--- config.mk ---
export PLATFORM = sky130hd
export DESIGN_NAME = armleocpu_cache_arbiter_flat
export DESIGN_NICKNAME = d
export VERILOG_FILES = /design/src/rtl/armleocpu_cache_arbiter_if.sv /design/src/rtl/armleocpu_cache_arbiter.sv /design/src/flat_wrapper.sv
export SDC_FILE = /design/constraint.sdc
export NUM_CORES = 1
export LEC_CHECK = 0
export BUFFER_PORTS_ARGS = -buffer_cell sky130_fd_sc_hd__buf_4
export CAP_MARGIN = 20
export CORE_AREA = 2 2 123 125
export DETAILED_ROUTE_END_ITERATION = 10
export DIE_AREA = 0 0 125 127
export GPL_ROUTABILITY_DRIVEN = 0
export MAX_ROUTING_LAYER = met4
export PLACE_DENSITY_LB_ADDON = 0.2
export SLEW_MARGIN = 0
export SYNTH_ARGS = -nofsm -noshare
export SYNTH_HDL_FRONTEND = slang
export SYNTH_SLANG_ARGS = --single-unit
export TNS_END_PERCENT = 5
--- constraint.sdc ---
create_clock -name clk -period 2.4 [get_ports clk]
set_input_delay 0.36 -clock clk [delete_from_list [all_inputs] [get_ports clk]]
set_output_delay 0.36 -clock clk [all_outputs]
set_load 0.005 [all_outputs]
--- src/rtl/armleocpu_cache_arbiter_if.sv ---
// One cache command/response port: a requester drives cmd/address/store data,
// the responder returns response and load data.
interface armleocpu_cache_arbiter_if;
    logic [3:0]  cmd;
    logic [31:0] address;
    logic [31:0] store_data;
    logic [3:0]  response;
    logic [31:0] load_data;

    modport master (
        output cmd, address, store_data,
        input  response, load_data
    );

    modport slave (
        input  cmd, address, store_data,
        output response, load_data
    );
endinterface

--- src/rtl/armleocpu_cache_arbiter.sv ---
// Round-robin arbiter sharing one cache port between fetch (f) and data (d),
// with a D-side lock that keeps the grant across atomic sequences.
module armleocpu_cache_arbiter #(
    parameter bit FIRST_PRIORITY = 1'b0
) (
    input  logic                       clk,
    input  logic                       rst,
    armleocpu_cache_arbiter_if.slave   f,
    armleocpu_cache_arbiter_if.slave   d,
    input  logic                       d_lock,
    armleocpu_cache_arbiter_if.master  c,
    input  logic                       c_reset_done
);
    localparam logic [3:0] CMD_NONE          = 4'd0;
    localparam logic [3:0] RESP_IDLE         = 4'd0;
    localparam logic [3:0] RESP_WAIT         = 4'd1;
    localparam logic [3:0] RESP_DONE         = 4'd2;
    localparam logic [3:0] RESP_ACCESSFAULT  = 4'd3;
    localparam logic [3:0] RESP_MISSALIGNED  = 4'd4;
    localparam logic [3:0] RESP_PAGEFAULT    = 4'd5;

    typedef enum logic {ST_IDLE = 1'b0, ST_BUSY = 1'b1} state_t;
    typedef enum logic {PORT_F = 1'b0, PORT_D = 1'b1} port_t;

    state_t state, state_nxt;
    port_t  owner, owner_nxt;
    port_t  last_grant, last_grant_nxt;
    logic   locked, locked_nxt;

    logic   active;
    logic   f_pend, d_pend;
    logic   completing, protocol_idle, can_arb;
    logic   grant;
    port_t  winner;
    port_t  sel;

    always_ff @(posedge clk) begin
        if (rst) begin
            state      <= ST_IDLE;
            owner      <= PORT_F;
            last_grant <= FIRST_PRIORITY ? PORT_F : PORT_D;
            locked     <= 1'b0;
        end else begin
            state      <= state_nxt;
            owner      <= owner_nxt;
            last_grant <= last_grant_nxt;
            locked     <= locked_nxt;
        end
    end

    assign active        = c_reset_done && !rst;
    assign f_pend        = (f.cmd != CMD_NONE);
    assign d_pend        = (d.cmd != CMD_NONE);
    assign completing    = (state == ST_BUSY) && (c.response inside
                           {RESP_DONE, RESP_ACCESSFAULT, RESP_MISSALIGNED, RESP_PAGEFAULT});
    // IDLE while busy is a protocol error: drop ownership without a new grant
    assign protocol_idle = (state == ST_BUSY) && (c.response == RESP_IDLE);
    assign can_arb       = active && ((state == ST_IDLE) || completing);

    always_comb begin
        grant  = 1'b0;
        winner = PORT_F;
        if (can_arb) begin
            if (locked) begin
                grant  = d_pend;
                winner = PORT_D;
            end else if (f_pend && d_pend) begin
                grant  = 1'b1;
                winner = (last_grant == PORT_F) ? PORT_D : PORT_F;
            end else if (f_pend) begin
                grant  = 1'b1;
                winner = PORT_F;
            end else if (d_pend) begin
                grant  = 1'b1;
                winner = PORT_D;
            end
        end
    end

    always_comb begin
        sel = PORT_F;
        if (grant)
            sel = winner;
        else if (active && (state == ST_BUSY))
            sel = owner;

        c.address    = (sel == PORT_D) ? d.address    : f.address;
        c.store_data = (sel == PORT_D) ? d.store_data : f.store_data;
        c.cmd        = CMD_NONE;
        if (grant || (active && (state == ST_BUSY) && !completing && !protocol_idle))
            c.cmd = (sel == PORT_D) ? d.cmd : f.cmd;
    end

    always_comb begin
        f.response = RESP_IDLE;
        d.response = RESP_IDLE;
        if (active) begin
            if ((state == ST_BUSY) && (owner == PORT_F))
                f.response = c.response;
            else if (f_pend)
                f.response = RESP_WAIT;

            if ((state == ST_BUSY) && (owner == PORT_D))
                d.response = c.response;
            else if (d_pend)
                d.response = RESP_WAIT;
        end
    end

    assign f.load_data = c.load_data;
    assign d.load_data = c.load_data;

    always_comb begin
        state_nxt      = state;
        owner_nxt      = owner;
        last_grant_nxt = last_grant;
        locked_nxt     = locked;
        if (active) begin
            if (grant) begin
                state_nxt      = ST_BUSY;
                owner_nxt      = winner;
                last_grant_nxt = winner;
                locked_nxt     = (winner == PORT_D) && d_lock;
            end else if (can_arb || protocol_idle) begin
                state_nxt = ST_IDLE;
            end
        end
    end
endmodule
--- src/flat_wrapper.sv ---
// flat-port wrapper written by rule: the top's interface ports become plain ports
module armleocpu_cache_arbiter_flat 
#(
    parameter bit FIRST_PRIORITY = 1'b0
)
  (clk, rst, d_lock, c_reset_done, f_cmd, f_address, f_store_data, f_response, f_load_data, d_cmd, d_address, d_store_data, d_response, d_load_data, c_cmd, c_address, c_store_data, c_response, c_load_data);
  armleocpu_cache_arbiter_if f_i ();
  armleocpu_cache_arbiter_if d_i ();
  armleocpu_cache_arbiter_if c_i ();
  input  logic clk;
  input  logic rst;
  input  logic d_lock;
  input  logic c_reset_done;
  input wire logic [$bits(f_i.cmd)-1:0] f_cmd;
  input wire logic [$bits(f_i.address)-1:0] f_address;
  input wire logic [$bits(f_i.store_data)-1:0] f_store_data;
  output wire logic [$bits(f_i.response)-1:0] f_response;
  output wire logic [$bits(f_i.load_data)-1:0] f_load_data;
  input wire logic [$bits(d_i.cmd)-1:0] d_cmd;
  input wire logic [$bits(d_i.address)-1:0] d_address;
  input wire logic [$bits(d_i.store_data)-1:0] d_store_data;
  output wire logic [$bits(d_i.response)-1:0] d_response;
  output wire logic [$bits(d_i.load_data)-1:0] d_load_data;
  output wire logic [$bits(c_i.cmd)-1:0] c_cmd;
  output wire logic [$bits(c_i.address)-1:0] c_address;
  output wire logic [$bits(c_i.store_data)-1:0] c_store_data;
  input wire logic [$bits(c_i.response)-1:0] c_response;
  input wire logic [$bits(c_i.load_data)-1:0] c_load_data;
  assign f_i.cmd = f_cmd;
  assign f_i.address = f_address;
  assign f_i.store_data = f_store_data;
  assign f_response = f_i.response;
  assign f_load_data = f_i.load_data;
  assign d_i.cmd = d_cmd;
  assign d_i.address = d_address;
  assign d_i.store_data = d_store_data;
  assign d_response = d_i.response;
  assign d_load_data = d_i.load_data;
  assign c_cmd = c_i.cmd;
  assign c_address = c_i.address;
  assign c_store_data = c_i.store_data;
  assign c_i.response = c_response;
  assign c_i.load_data = c_load_data;
  armleocpu_cache_arbiter #(.FIRST_PRIORITY(FIRST_PRIORITY)) u_core (.clk(clk), .rst(rst), .f(f_i), .d(d_i), .d_lock(d_lock), .c(c_i), .c_reset_done(c_reset_done));
endmodule
==> out/qor.txt <==
outcome = finished with violations
failing checks = negative setup slack
via count of the routed design = 2089
most common cell after layout, fill and taps aside = buf_4
GR Overflow Total = 0
average size of a mapped cell = 8.715 sq um
Finished Layout Cells = 563
critical path endpoint category = primary output
PD cells = 250.4 nW/um^2
f_max = 400.6 MHz
Setup violations, final = 64
P_sw = 0.2195 mW
maximum clock path buffer count = 2
final WL = 8578 um
Ys Warns = 0
post-synthesis async set-or-reset flop share = 0
Die W = 125 um
Initial Utilization = 0.1208
Worst Path Required = 2.04 ns
root buffer cell = clkbuf_16
Pre-Repair DR Iteration Count = 4
critical path's slowest cell = or4_4
H-tree levels = 1
Leak = 1.841 nW
mean routed wirelength per cell = 15.24 um
I/O Buffers = 219
CTS tree = yes
worst-margin pin slew = 0.3102 ns
post-DR vias/cell = 3.710
Slew HR = 0.7910
CTS clk-pin slew, worst paths = 0.03 ns
cell internal pwr = 0.6814 mW
final setup margin = -0.09628 ns
Worst-Skew Late Latency = 0.22 ns
final instance area = 3597 sq um
switching fraction of total power = 0.2436
Die H = 127 um
sequential power share = 0.083
Post-Syn Area = 1743 sq um
Final Hold Fails = 0
max-slew violations = 0
worst path bufs/invs = 4
pin count of the biggest net entering global routing = 14
number of DRC markers in iteration 0 = 39
Area Overhead vs Synth = 106.4%
CP Launch Type = input port
area post-placement = 3238 sq um
EDFF count, synth = 0
Final ANT Viol Nets = 0
initial antenna violation count = 1
Crit Path Max Fanout = 5
Seq/Total Area, Yosys = 0.04594
Main synth FF type = dfxtp_1
Final Net Count = 556
syn nets = 376
full die area = 15880 sq um
Remaining DRCs = 0
CP max stage delay = 0.53 ns
Post-Syn Instances = 200
most frequent cells in the layout = 218 x buf_4, 48 x mux2_2, 24 x buf_6, 16 x mux2_4, 8 x a21oi_1
Synth cell types = 33
placed insts = 551
RSZ-0062 raised after global routing = yes
worst-path cell chain = buf_6 > or4_4 > nand3b_1 > and4_4 > nor2_8 > buf_6 > buf_12 > mux2_4 > buf_6
Fillers = 1556
crit path time final = 2.496 ns
clk_skew = 0.0009348 ns
Yosys reg bits = 4
most repeated library cell on the critical path = buf_6
CP top delay family = simple AND/OR/NAND/NOR gates
Post-CTS Hold Buffers = 0
combinational power share = 0.636
Detail Placement HPWL = 7113 um
layout cells sized above 1 = 0.8519
IR drop worst, VDD = 0.2352 mV
Tot GR Track Use = 0.1001
vias in the first global route = 2204
number of I/O pins = 316
CP arrival = 2.14 ns
Sink Count = 4
first-pass GRT wire length = 12160 um
Inserted Clock Buffers = 3
FP Rows = 44
Final Cycle Share = 1.040
clock power share = 0.281
Max-cap violations = 0
HP Class = in2reg
critical path class = in2out
core area = 14420 sq um
## through the flow
stage | hold slack [ns] | setup slack (ns) | TNS [ns] | util | power [mW]
5_1_grt | 0.3563 | -0.1579 | -8.231 | 0.2494 | 0.9587
4_1_cts | 0.3511 | -0.1264 | -6.609 | 0.2477 | 0.9129
3_5_place_dp | 0.5131 | -0.1913 | -9.025 | 0.2245 | 0.5994
2_1_floorplan | 0.4294 | 0.01110 | 0 | - | 0.3281
3_3_place_gp | 0.5165 | -0.1738 | -8.502 | 0.2245 | 0.6000
6_report | 0.3498 | -0.09628 | -4.054 | 0.2494 | 0.9009
## state kept, by name (all words and copies together) (netlist names)
name               cells
u_core.locked          1
u_core.last_grant      1
u_core.owner           1
u_core.state           1
## repair_timing
| item | CTS | global route |
|---|---|---|
| pin swaps | 5 | 4 |
| endpoints found under the setup margin | 68 | 64 |
| buffers inserted | 5 | 1 |
| gates resized for setup | 38 | 7 |
| gates cloned | 3 | 0 |
## worst paths after layout
kind | end | slack, ns | cells after the start | from
max | c_store_data[11] | -0.1 | 9 | f_cmd[1]
min | u_core.state | 0.35 | 2 | rst
max reg2reg | u_core.last_grant | 1.13 | 5 | u_core.state
min reg2reg | u_core.last_grant | 0.52 | 1 | u_core.last_grant
## cells in the mapped netlist (2+ instances only)
| cell | number | area, sq um |
|---|---|---|
| and2_1 | 3 | 18.77 |
| o21ai_0 | 6 | 30.03 |
| a21oi_1 | 9 | 45.04 |
| buf_4 | 64 | 480.5 |
| nor2_1 | 7 | 26.28 |
| mux2_4 | 8 | 120.1 |
| and3_1 | 3 | 18.77 |
| buf_2 | 2 | 10.01 |
| mux2_2 | 55 | 619.3 |
| dfxtp_1 | 4 | 80.08 |
| nand3_1 | 7 | 35.03 |
| a21o_1 | 3 | 22.52 |
| or4_1 | 2 | 15.01 |
| buf_6 | 6 | 67.56 |
| nor2b_1 | 2 | 12.51 |
| nand2_1 | 2 | 7.510 |
## final cells by class
cell class | instances | area (sq um) | area share
repair buffers | 248 | 2049 | 0.5697
multi-input cells | 122 | 1156 | 0.3214
well taps | 184 | 230.2 | 0.06400
flip-flops and latches | 4 | 80.08 | 0.02226
clock buffers | 3 | 75.07 | 0.02087
inverters | 1 | 3.754 | 0.001043
diodes | 1 | 2.502 | 0.0006957
## kinds of logic after synthesis
family                    count (synthesis)  synth area share
AOI/OAI and AO/OA                        23           0.07825
xor gates and xnor gates                  1          0.005026
buffers and inverters                    74            0.3245
DFF                                       4           0.04595
muxes                                    64            0.4307
and+or+nand+nor                          34            0.1156
## routing by layer
| metal | track usage | part of all wire | wire [um] |
|---|---|---|---|
| met1 | 0.1013 | 0.34 | 2927 |
| met5 | - | 0 | 0 |
| met4 | 0.04771 | 0.033 | 287 |
| met3 | 0.02136 | 0.095 | 815 |
| met2 | 0.1845 | 0.53 | 4548 |
## power by group through the flow
stage / Combinational, mW / Sequential [mW] / Clock [mW]
detailed placement: 0.524 / 0.0755 / 0
global placement: 0.524 / 0.0756 / 0
CTS: 0.579 / 0.0747 / 0.259
global route: 0.615 / 0.0754 / 0.269
finish: 0.573 / 0.0748 / 0.253
floorplan: 0.252 / 0.0759 / 0
No activity file was read; power rests on OpenSTA's default activity.
